==> src/rtl/papuf_eval_ctrl_if.sv <==
// Bus bundle between the host, the PA-PUF array and papuf_eval_ctrl.
// Groups the request handshake, the response handshake and the array wires.
// Optional macro PAPUF_STABILITY_EN adds the resp_unstable signal.
interface papuf_eval_ctrl_if;
  logic        req_valid;
  logic        req_ready;
  logic [15:0] req_challenge;
  logic        resp_valid;
  logic        resp_ready;
  logic [15:0] resp_data;
`ifdef PAPUF_STABILITY_EN
  logic [15:0] resp_unstable;
`endif
  logic [15:0] puf_challenge;
  logic        puf_pulse;
  logic [15:0] puf_response;

  // Host plus array side.
  modport master (
    output req_valid, req_challenge, resp_ready, puf_response,
    input  req_ready, resp_valid, resp_data, puf_challenge, puf_pulse
`ifdef PAPUF_STABILITY_EN
    , input resp_unstable
`endif
  );

  // Controller side.
  modport slave (
    input  req_valid, req_challenge, resp_ready, puf_response,
    output req_ready, resp_valid, resp_data, puf_challenge, puf_pulse
`ifdef PAPUF_STABILITY_EN
    , output resp_unstable
`endif
  );
endinterface

==> src/rtl/papuf_eval_ctrl.sv <==
// papuf_eval_ctrl: evaluation sequencer for the 16-bit PA-PUF array.
// Accepts a challenge, runs NUM_EVAL setup/pulse/settle/capture rounds and
// returns the per-bit majority vote of the captured responses.
// Optional macro PAPUF_STABILITY_EN adds resp_unstable (evaluations disagreed).
module papuf_eval_ctrl #(
  parameter int SETUP_CYC  = 2,
  parameter int PULSE_CYC  = 4,
  parameter int SETTLE_CYC = 8,
  parameter int NUM_EVAL   = 5
) (
  input  logic              clk,
  input  logic              rst_n,
  papuf_eval_ctrl_if.slave  bus,
  output logic              busy
);

  localparam int DATA_W  = 16;
  localparam int MAX_A   = (SETUP_CYC > PULSE_CYC) ? SETUP_CYC : PULSE_CYC;
  localparam int MAX_CYC = (MAX_A > SETTLE_CYC) ? MAX_A : SETTLE_CYC;
  localparam int PH_W    = $clog2(MAX_CYC + 1);

  typedef enum logic [2:0] {
    S_IDLE,
    S_SETUP,
    S_PULSE,
    S_SETTLE,
    S_CAPTURE,
    S_DONE
  } state_t;

  state_t              r_state;
  state_t              w_next;
  logic [PH_W-1:0]     r_phase;
  logic [3:0]          r_eval;
  logic [3:0]          r_vote [DATA_W];
  logic [DATA_W-1:0]   r_chal;
  logic                r_pulse;
  logic                r_resp_valid;
  logic [DATA_W-1:0]   r_resp_data;
  logic                w_accept;
  logic                w_handshake;
`ifdef PAPUF_STABILITY_EN
  logic [DATA_W-1:0]   r_resp_unstable;
`endif

  // Majority decision for one bit's vote count.
  function automatic logic majority(input logic [3:0] votes);
    return (votes > 4'(NUM_EVAL / 2));
  endfunction

`ifdef PAPUF_STABILITY_EN
  // A bit is unstable when the evaluations did not all agree.
  function automatic logic disagree(input logic [3:0] votes);
    return (votes != 4'd0) && (votes < 4'(NUM_EVAL));
  endfunction
`endif

  assign w_accept    = (r_state == S_IDLE) && bus.req_valid;
  assign w_handshake = (r_state == S_DONE) && r_resp_valid && bus.resp_ready;

  // Next-state decode: each timed phase advances when its counter hits the end.
  always_comb begin
    w_next = r_state;
    unique case (r_state)
      S_IDLE:    if (bus.req_valid) w_next = S_SETUP;
      S_SETUP:   if (r_phase == PH_W'(SETUP_CYC - 1)) w_next = S_PULSE;
      S_PULSE:   if (r_phase == PH_W'(PULSE_CYC - 1)) w_next = S_SETTLE;
      S_SETTLE:  if (r_phase == PH_W'(SETTLE_CYC - 1)) w_next = S_CAPTURE;
      S_CAPTURE: w_next = (r_eval == 4'(NUM_EVAL - 1)) ? S_DONE : S_SETUP;
      S_DONE:    if (r_resp_valid && bus.resp_ready) w_next = S_IDLE;
      default:   w_next = S_IDLE;
    endcase
  end

  // State register, phase counter and registered (glitch-free) pulse.
  always_ff @(posedge clk or negedge rst_n) begin
    if (!rst_n) begin
      r_state <= S_IDLE;
      r_phase <= '0;
      r_pulse <= 1'b0;
    end else begin
      r_state <= w_next;
      r_pulse <= (w_next == S_PULSE);
      if (w_next != r_state) begin
        r_phase <= '0;
      end else if ((r_state == S_SETUP) || (r_state == S_PULSE) || (r_state == S_SETTLE)) begin
        r_phase <= r_phase + PH_W'(1);
      end
    end
  end

  // Challenge latch, evaluation counter and per-bit vote accumulation.
  always_ff @(posedge clk or negedge rst_n) begin
    if (!rst_n) begin
      r_chal <= '0;
      r_eval <= '0;
      for (int i = 0; i < DATA_W; i++) r_vote[i] <= '0;
    end else if (w_accept) begin
      r_chal <= bus.req_challenge;
      r_eval <= '0;
      for (int i = 0; i < DATA_W; i++) r_vote[i] <= '0;
    end else if (r_state == S_CAPTURE) begin
      r_eval <= r_eval + 4'd1;
      for (int i = 0; i < DATA_W; i++) r_vote[i] <= r_vote[i] + {3'b000, bus.puf_response[i]};
    end
  end

  // Resolve the vote once in DONE (after the final capture has landed) and hold it.
  always_ff @(posedge clk or negedge rst_n) begin
    if (!rst_n) begin
      r_resp_valid    <= 1'b0;
      r_resp_data     <= '0;
`ifdef PAPUF_STABILITY_EN
      r_resp_unstable <= '0;
`endif
    end else if (w_handshake) begin
      r_resp_valid <= 1'b0;
    end else if ((r_state == S_DONE) && !r_resp_valid) begin
      r_resp_valid <= 1'b1;
      for (int i = 0; i < DATA_W; i++) begin
        r_resp_data[i]     <= majority(r_vote[i]);
`ifdef PAPUF_STABILITY_EN
        r_resp_unstable[i] <= disagree(r_vote[i]);
`endif
      end
    end
  end

  assign bus.req_ready     = (r_state == S_IDLE);
  assign busy              = (r_state != S_IDLE);
  assign bus.puf_challenge = r_chal;
  assign bus.puf_pulse     = r_pulse;
  assign bus.resp_valid    = r_resp_valid;
  assign bus.resp_data     = r_resp_data;
`ifdef PAPUF_STABILITY_EN
  assign bus.resp_unstable = r_resp_unstable;
`endif

endmodule

==> src/flat_wrapper.sv <==
// flat-port wrapper written by rule: the top's interface ports become plain ports
module papuf_eval_ctrl_flat 
#(
  parameter int SETUP_CYC  = 2,
  parameter int PULSE_CYC  = 4,
  parameter int SETTLE_CYC = 8,
  parameter int NUM_EVAL   = 5
)
  (clk, rst_n, busy, bus_req_valid, bus_req_challenge, bus_resp_ready, bus_puf_response, bus_req_ready, bus_resp_valid, bus_resp_data, bus_puf_challenge, bus_puf_pulse);
  papuf_eval_ctrl_if bus_i ();
  input  logic clk;
  input  logic rst_n;
  output logic busy;
  input wire logic [$bits(bus_i.req_valid)-1:0] bus_req_valid;
  input wire logic [$bits(bus_i.req_challenge)-1:0] bus_req_challenge;
  input wire logic [$bits(bus_i.resp_ready)-1:0] bus_resp_ready;
  input wire logic [$bits(bus_i.puf_response)-1:0] bus_puf_response;
  output wire logic [$bits(bus_i.req_ready)-1:0] bus_req_ready;
  output wire logic [$bits(bus_i.resp_valid)-1:0] bus_resp_valid;
  output wire logic [$bits(bus_i.resp_data)-1:0] bus_resp_data;
  output wire logic [$bits(bus_i.puf_challenge)-1:0] bus_puf_challenge;
  output wire logic [$bits(bus_i.puf_pulse)-1:0] bus_puf_pulse;
  assign bus_i.req_valid = bus_req_valid;
  assign bus_i.req_challenge = bus_req_challenge;
  assign bus_i.resp_ready = bus_resp_ready;
  assign bus_i.puf_response = bus_puf_response;
  assign bus_req_ready = bus_i.req_ready;
  assign bus_resp_valid = bus_i.resp_valid;
  assign bus_resp_data = bus_i.resp_data;
  assign bus_puf_challenge = bus_i.puf_challenge;
  assign bus_puf_pulse = bus_i.puf_pulse;
  papuf_eval_ctrl #(.SETUP_CYC(SETUP_CYC), .PULSE_CYC(PULSE_CYC), .SETTLE_CYC(SETTLE_CYC), .NUM_EVAL(NUM_EVAL)) u_core (.clk(clk), .rst_n(rst_n), .bus(bus_i), .busy(busy));
endmodule
==> config.mk <==
export PLATFORM = sky130hd
export DESIGN_NAME = papuf_eval_ctrl_flat
export DESIGN_NICKNAME = d
export VERILOG_FILES = /design/src/rtl/papuf_eval_ctrl_if.sv /design/src/rtl/papuf_eval_ctrl.sv /design/src/flat_wrapper.sv
export SDC_FILE = /design/constraint.sdc
export NUM_CORES = 1
export LEC_CHECK = 0
export ABC_AREA = 1
export CAP_MARGIN = 20
export CORE_MARGIN = 1.5
export CORE_UTILIZATION = 45
export CTS_CLUSTER_DIAMETER = 40
export DETAILED_ROUTE_END_ITERATION = 8
export PLACE_DENSITY = 0.76
export SETUP_SLACK_MARGIN = 0.02
export SLEW_MARGIN = 20
export SYNTH_ARGS = -nofsm -noshare
export SYNTH_HDL_FRONTEND = slang
export SYNTH_SLANG_ARGS = --single-unit
export TNS_END_PERCENT = 20
==> constraint.sdc <==
create_clock -name clk -period 1.75 [get_ports clk]
set_input_delay 0.35 -clock clk [delete_from_list [all_inputs] [get_ports clk]]
set_output_delay 0.35 -clock clk [all_outputs]
set_load 0.005 [all_outputs]
* Word-level counts from Yosys, hierarchy flattened
Index checks and enable logic that the tools add are counted.
** Storage, ports and cells
- Word-level logic and storage cells :: 98
- Register bits after elaboration :: 109
** Operators by class
- Bitwise gates (word level) :: 1
- Reductions and logical operators :: 14
- Add/subtract/negate cells :: 18
- Eq/ne operators :: 11
- Magnitude comparators :: 16
- Muxes and demuxes :: 15
** Operators by type and width (count)
- two-way mux 64 bit :: 2
- adder 4 x 1 -> 4 bit :: 16
- > comparator 4 x 2 -> 1 bit (second input constant) :: 16
- two-way mux 3 bit :: 6
- one-hot mux 3 bit (6 select lines) :: 1
- two-way mux 4 bit :: 4
- equality test 3 x 2 -> 1 bit (second input constant) :: 3
- adder 4 x 1 -> 4 bit (second input constant) :: 2
- equality test 4 x 3 -> 1 bit (second input constant) :: 2
- equality test 3 bit (second input constant) :: 2
- nonzero test 2 bit :: 3
- logical AND 1 bit :: 5
- equality test 4 x 1 -> 1 bit (second input constant) :: 1
- equality test 4 x 2 -> 1 bit (second input constant) :: 1
- equality test 3 x 1 -> 1 bit (second input constant) :: 1
- zero test 3 bit :: 1
- != test 3 bit :: 1
- nonzero test 3 bit :: 1
- logical OR 1 bit :: 2
- two-way mux 1 bit :: 2
- AND reduction 2 bit :: 1
- zero test 1 bit :: 1
- NOT 1 bit :: 1

* Longest topological paths before layout
Gate-level depths: netlist of run 1.
- Word-level depth :: 5
- Depth in mapped cells :: 10
- Gate-level depth less buffers :: 9

* Least setup slack after synthesis of run 1
No wires, ideal clock.
- Path kind :: reg2reg
- Start point :: register u_core.r_state[0]
- End point :: register u_core.r_vote[40] (netlist bit)
- Buffers on the path :: 2
- Required time :: 1.629 ns
- Stages on the path, launching flop included :: 9
- Setup time :: 0.121 ns
- Arrival :: 1.298 ns
- Setup slack :: 0.332 ns
- Cells stage by stage :: dfrtp_1 buf_6 nor2_4 nand3_2 inv_4 nor2_8 inv_2 buf_2 o21ai_1
** Between the ends
- Word-level cells in the longest chain between the ends :: 3
** Ends and longest elaborated chain
- start, declared :: line papuf_eval_ctrl.sv:31 : state_t r_state;
- start signal, assigned :: line papuf_eval_ctrl.sv:82 : r_state <= w_next;
- zero test 3 bit :: line papuf_eval_ctrl.sv:58 : assign w_accept = (r_state == S_IDLE) && bus.req_valid;
- logical AND 1 bit :: line papuf_eval_ctrl.sv:58
- two-way mux 64 bit / nonzero test 2 bit (equally long branches)
- end, declared :: line papuf_eval_ctrl.sv:35 : logic [3:0] r_vote [DATA_W];
Several ways; a longest one is shown, not always the timed one.
A chain may end at the register's enable or synchronous reset.

* Worst setup path in the final report of run 1
- Start point :: register u_core.r_state[0]
- End point :: output busy
** Between the ends
- Word-level cells in the longest chain between the ends :: 1
** Ends and longest elaborated chain
- nonzero test 3 bit :: line papuf_eval_ctrl.sv:130 : assign busy = (r_state != S_IDLE);
- end, declared :: line flat_wrapper.sv:13 : output logic busy;
Every way passes these cells.

==> impl_metrics.ini, run 1 <==
[hold_path]
holdPathEnd = u_core.r_vote[51]$_DFFE_PN0P_
hold_path_depth = 1
hp-start = u_core.r_vote[51]$_DFFE_PN0P_
hp-class = register to register

[yosys]
yosys.cell_types.count = 31
ys_seq_elements = 109
seq_area_frac_synth = 0.5114
ys_warn_count = 0
syn-num-nets = 657
synth_area_um2 = 5334
avgSynthCellArea_um2 = 9.118
synthCells = 585

[floorplanning]
die-area_um2 = 12510
core-area_um2 = 11470
die_h_um = 111.9
start_util = 0.4651
core.rowCount = 39
boundaryPins = 72
die_w_um = 111.9

[timing]
finalCritPeriodShare = 0.9737
tightest_slew_ns = 0.4166
slew_viol_final = 0
final.setup_skew_ns = 0.005292
setup_viol = 0
rsz0062_at_grt = yes
fin_crit_ns = 1.704
hold_violations = 0
fmax_ghz = 0.5869
tns_ns = 0
max-slew-margin-rel = 0.7223

[power]
p_total_mw = 7.067
vdd_drop_max_v = 0.0006149
power.internal_mw = 4.921
power.density_nw_per_um2 = 1067
clkPwrFrac = 0.298
p_leak_nw = 3.082
power.share.combinational = 0.276
switchingPower_mw = 2.146
swShare = 0.3036
seqPwrFrac = 0.426

[worst_setup_path]
cp.required_ns = 1.40
timing.rr.end = u_core.bus.resp_data[4]$_DFFE_PN0P_
worstPathMaxFanout = 2
start_kind = register
cp-end-kind = output pin
worstSetupPathType = register to output pin
reg2reg_from = u_core.r_state[1]$_DFF_PN0_
rr_worst_depth = 7
rrSetupSlack_ns = 0.14
cp.arrival_ns = 1.35

[routing]
drc = 0
totalWireLength_um = 11710
vias_per_cell = 5.113
routedWlPerCell_um = 14.36
dr.pass1.iters = 4
drtIter0Drc = 212
via_count = 4167
ant_nets = 0

[global_routing]
grt_usage = 0.1998
grt_pass1_wl_um = 20290
first_global_vias = 4311
grt_antenna_before_repair = 0
overflow = 0
grt_max_degree = 47

[placement]
hpwl_um = 8045
place_congestion = 0.7769
io_buffers = 71

[clock_network]
cts-root-buf = clkbuf_16
htree_num_levels = 3
cts_tree = yes
insertion_delay_ns = 0.34
cts_buffers = 9
clock-sinks = 109
cts_buffer_depth = 2
clk_pin_slew_ns = 0.07

[finish]
syn_to_final_growth_pct = 24.14
layout.nets = 739
diodes = 0
final_layout_size_suffix_gt1_frac = 0.1027

[run]
drv_cap = 0

[outcome]
status = finished, final reports clean
[critical path, stage by stage (launching register included)]
cell and delay, ns:
dfrtp_1 0.42, nor2_4 0.15, inv_4 0.06, nor2_4 0.09, inv_1 0.04, dlygate4sd2_1 0.25
[timing repair]
| action | in CTS | in global routing |
|---|---|---|
| hold endpoints to repair | 28 | 0 |
| setup buffers | 2 | 0 |
| pin swaps | 1 | 1 |
| resized for setup | 3 | 6 |
| setup endpoints to repair | 2 | 18 |
| hold buffers | 1 | 0 |
[how the worst max path moves through the flow]
stage                     cells past startpoint  slack, ns                   startpoint                       endpoint
final                                         5       0.05  u_core.r_state[0]$_DFF_PN0_                           busy
after CTS                                     5       0.03  u_core.r_state[1]$_DFF_PN0_                           busy
after global placement                        7       0.12                bus_req_valid   u_core.r_vote[2]$_DFFE_PN0P_
after detailed placement                      7       0.06                bus_req_valid   u_core.r_vote[2]$_DFFE_PN0P_
after global routing                          5      0.006  u_core.r_state[0]$_DFF_PN0_                           busy
after floorplan                               8       0.33  u_core.r_state[0]$_DFF_PN0_  u_core.r_vote[40]$_DFFE_PN0P_
[state kept, by name, summed over array words and instances, names as in the netlist]
register / cells
u_core.bus.resp_valid: 1
u_core.r_state: 3
u_core.r_vote: 64
u_core.bus.puf_challenge: 16
u_core.bus.resp_data: 16
u_core.r_phase: 4
u_core.bus.puf_pulse: 1
u_core.r_eval: 4
[power by group through the flow]
stage	logic, mW	clock network (mW)	registers [mW]
4_1_cts	1.95	2.13	3.01
3_3_place_gp	1.86	0	3.04
6_report	1.95	2.11	3.01
2_1_floorplan	0.942	0	3.05
5_1_grt	2.16	2.24	3.05
3_5_place_dp	1.92	0	3.05
[placed cells by master (no fill, tap or decap), types with 2 or more instances in the layout]
cell / count
a21oi_1: 29
a22o_1: 2
buf_12: 4
buf_4: 14
clkbuf_16: 9
clkdlybuf4s50_1: 68
clkinvlp_4: 2
dfrtp_1: 109
dlygate4sd2_1: 2
ha_1: 35
inv_1: 68
inv_2: 2
inv_4: 3
inv_6: 2
mux2_2: 5
nand2_1: 111
nand3_1: 23
nand3_2: 3
nor2_1: 37
nor2_2: 14
nor2_4: 2
nor2_8: 2
nor3_1: 12
o21ai_0: 30
o21ai_1: 51
o22ai_1: 2
xnor2_1: 6
xor2_1: 13
[stage by stage]
stage	util	hold slack (ns)	setup slack (ns)	area, um2	std cells
3_3_place_gp	0.5471	0.3093	0.1164	6274	796
5_1_grt	0.5774	0.4821	0.005530	6621	815
6_report	0.5774	0.4701	0.04604	6621	815
3_5_place_dp	0.5471	0.3147	0.06163	6274	796
4_1_cts	0.5760	0.4723	0.03448	6605	815
2_1_floorplan	-	0.05441	0.3317	5334	585
[layer usage]
metal / global-route usage / wire length, um / vias up
li1: - / - / 2058
met4: 0.08354 / 153 / 0
met5: 0 / 0 / -
met1: 0.2556 / 5210 / 2021
met2: 0.3362 / 5902 / 78
met3: 0.03484 / 438 / 10
[logic make-up after synthesis]
family / share of synthesized area
compound gates: 0.1149
xor+xnor: 0.03120
fa+ha+maj: 0.08445
buf+inv: 0.07436
flops: 0.5114
mux: 0.01243
simple gates: 0.1712
[area by class of cell]
| cell class | count | area (um2) |
|---|---|---|
| Clock buffer | 10 | 239.0 |
| Clock inverter | 6 | 67.56 |
| Fill cell | 936 | 4846 |
| Inverter | 73 | 281.5 |
| Multi-Input combinational cell | 384 | 2222 |
| Sequential cell | 109 | 2728 |
| Tap cell | 143 | 178.9 |
| Timing Repair Buffer | 90 | 904.6 |
[cells in the mapped netlist]
cell / number / area (um2)
nand3_1: 23 / 115.1
nand2_2: 1 / 6.260
o22ai_1: 2 / 12.51
inv_4: 2 / 12.51
dfrtp_1: 109 / 2728
mux2_2: 5 / 56.30
nor2_4: 1 / 11.26
buf_6: 3 / 33.78
inv_1: 68 / 255.2
buf_2: 10 / 50.05
a22o_1: 2 / 17.52
a21o_1: 1 / 7.510
mux2i_1: 1 / 10.01
nand3_2: 3 / 30.03
o221ai_1: 1 / 8.760
a21oi_1: 29 / 145.1
clkbuf_1: 3 / 11.26
nand2_1: 111 / 416.7
o21ai_1: 51 / 255.2
xnor2_1: 6 / 52.55
nor2_2: 13 / 81.33
nand4_1: 1 / 6.260
inv_2: 3 / 11.26
nor3_1: 12 / 60.06
ha_1: 36 / 450.4
nor2_1: 39 / 146.4
a21oi_4: 1 / 16.27
o21ai_0: 30 / 150.1
buf_4: 3 / 22.52
xor2_1: 13 / 113.9
nor2_8: 2 / 40.04
No activity file was read; power rests on OpenSTA's default activity.
==> run 2, diff against run 1 <==
--- a/config.mk
+++ b/config.mk
@@ -8,10 +8,10 @@
 export ABC_AREA = 1
 export CAP_MARGIN = 20
 export CORE_MARGIN = 1.5
-export CORE_UTILIZATION = 45
+export CORE_UTILIZATION = 55
 export CTS_CLUSTER_DIAMETER = 40
 export DETAILED_ROUTE_END_ITERATION = 8
-export PLACE_DENSITY = 0.76
+export PLACE_DENSITY = 0.89
 export SETUP_SLACK_MARGIN = 0.02
 export SLEW_MARGIN = 20
 export SYNTH_ARGS = -nofsm -noshare
==> run 2 against run 1 <==
  * Die area down 18%
  * Largest cell class unchanged
  * Final area decreased by 2.0%
  * Sequential power about the same
  * Sequential share of layout area rose by 0.85 points
  * Utilization up 12 points
  * Critical path type unchanged
  * Highest routed layer unchanged
  * Register-to-register slack worse by 0.05 ns
  * Largest power group unchanged
  * Clock power decreased by 32%
  * Via count rose by 2.8%
==> impl_metrics.ini, run 2 (synthesis results as in run 1) <==
[placement]
place_congestion = 0.8443
hpwl_um = 8183
placed_cells = 781
io_buffers = 71

[global_routing]
overflow = 0
grt_pass1_wl_um = 20120
grt_max_degree = 43
first_global_vias = 4370
grt_usage = 0.2509
grt_antenna_before_repair = 0

[worst_setup_path]
cp-end-kind = output pin
worstSetupPathType = register to output pin
cp.required_ns = 1.40
worstPathMaxFanout = 2
start_kind = register
cp.arrival_ns = 1.40
rr_worst_depth = 9

[finish]
layout_common_cells = 111 x nand2_1, 108 x dfrtp_1, 68 x inv_1, 68 x clkdlybuf4s50_1, 51 x o21ai_1
layout.nets = 739
fin_cells = 801
fin_util = 0.6958
diodes = 0
syn_to_final_growth_pct = 21.67
regMostFlops = u_core.r_vote
largest_reg_flops = 64
final_common_cell = nand2_1
final_layout_size_suffix_gt1_frac = 0.1012

[power]
p_leak_nw = 3.029
p_total_mw = 6.481
power.density_nw_per_um2 = 998.7
vdd_drop_max_v = 0.0005427

[timing]
worst_hold_slack_ns = 0.4587
rsz0062_at_grt = yes
finalCritPeriodShare = 0.9975
hold_violations = 0
max-slew-margin-rel = 0.7082
setup_viol = 0
slew_viol_final = 0
tns_ns = 0
tightest_slew_ns = 0.4377
fmax_ghz = 0.5729
final.setup_skew_ns = 0.01623
fin_crit_ns = 1.746

[clock_network]
cts-root-buf = clkbuf_8
cts_buffer_depth = 2
insertion_delay_ns = 0.37
cts_tree = yes
clk_pin_slew_ns = 0.10
clock-sinks = 109
htree_num_levels = 3
cts_buffers = 9

[floorplanning]
boundaryPins = 72
core-area_um2 = 9328
core.rowCount = 35
start_util = 0.5718
die_w_um = 101.5
die_h_um = 101.5
die-area_um2 = 10300

[routing]
dr.pass1.iters = 5
via_count = 4284
ant_nets = 0
drc = 0
vias_per_cell = 5.348
routedWlPerCell_um = 15.30
drtIter0Drc = 313
totalWireLength_um = 12260

[hold_path]
hp-class = input pin to asynchronous set/reset pin

[outcome]
status = finished, final reports clean

[run]
drv_cap = 0
run 2: cell types whose count changed in the layout (fill, tap and decap cells not counted), sizes merged:
cell    change
inv         -1
clkbuf      +2
bufinv      -1
run 2: power by group:
part / leakage [nW] / total (mW) / switching (mW) / internal [mW]
sequential: 1.47 / 3.02 / 0.207 / 2.81
clock: 0.0832 / 1.44 / 0.870 / 0.567
combinational: 1.47 / 2.03 / 1.05 / 0.977
run 2: final timing paths:
path | startpoint | to | slack, ns
max | u_core.r_state[0]$_DFF_PN0_ | busy | 0.004
min | rst_n | u_core.r_vote[25]$_DFFE_PN0P_ | 0.46
max reg2reg | u_core.r_state[0]$_DFF_PN0_ | u_core.r_vote[55]$_DFFE_PN0P_ | 0.09
min reg2reg | u_core.r_vote[59]$_DFFE_PN0P_ | u_core.r_vote[59]$_DFFE_PN0P_ | 0.48
max in group asynchronous | rst_n | u_core.bus.resp_valid$_DFFE_PN0P_ | 0.72
min in group clk | u_core.r_vote[59]$_DFFE_PN0P_ | u_core.r_vote[59]$_DFFE_PN0P_ | 0.48
run 2: area by class of cell:
cell class	instances	area [um2]
repair buffers	90	913.4
inverters	73	281.5
clock inverters	4	32.53
clock buffers	12	145.1
flip-flops and latches	109	2729
well taps	129	161.4
fillers	648	2838
multi-input cells	384	2227
run 2: worst max-delay path: stages, from the launching register on:
cell           delay [ns]
dfrtp_1              0.42
nor2_4               0.15
inv_4                0.07
nor2_4               0.09
inv_1                0.04
dlygate4sd2_1        0.26
run 2: routing by layer:
layer	GRT usage	wire [um]	up-vias
li1	-	-	2052
met1	0.3165	5045	2083
met2	0.4187	6329	121
met3	0.04348	559	28
met4	0.1271	323	0
met5	0	0	-
run 2: through the flow:
| stage | worst slack, ns | cell area, um2 |
|---|---|---|
| 6_report | 0.004445 | 6490 |
| 5_1_grt | -0.06669 | 6490 |
| 4_1_cts | -0.009908 | 6469 |
| 3_5_place_dp | 0.03038 | 6261 |
| 3_3_place_gp | 0.08091 | 6261 |
| 2_1_floorplan | 0.3317 | 5334 |
run 2: repair_timing:
item	in CTS	in global routing
pin swaps	1	1
setup endpoints to repair	4	21
hold endpoints to repair	30	0
gates resized for setup	4	6
hold buffers	1	0
setup buffers	2	1
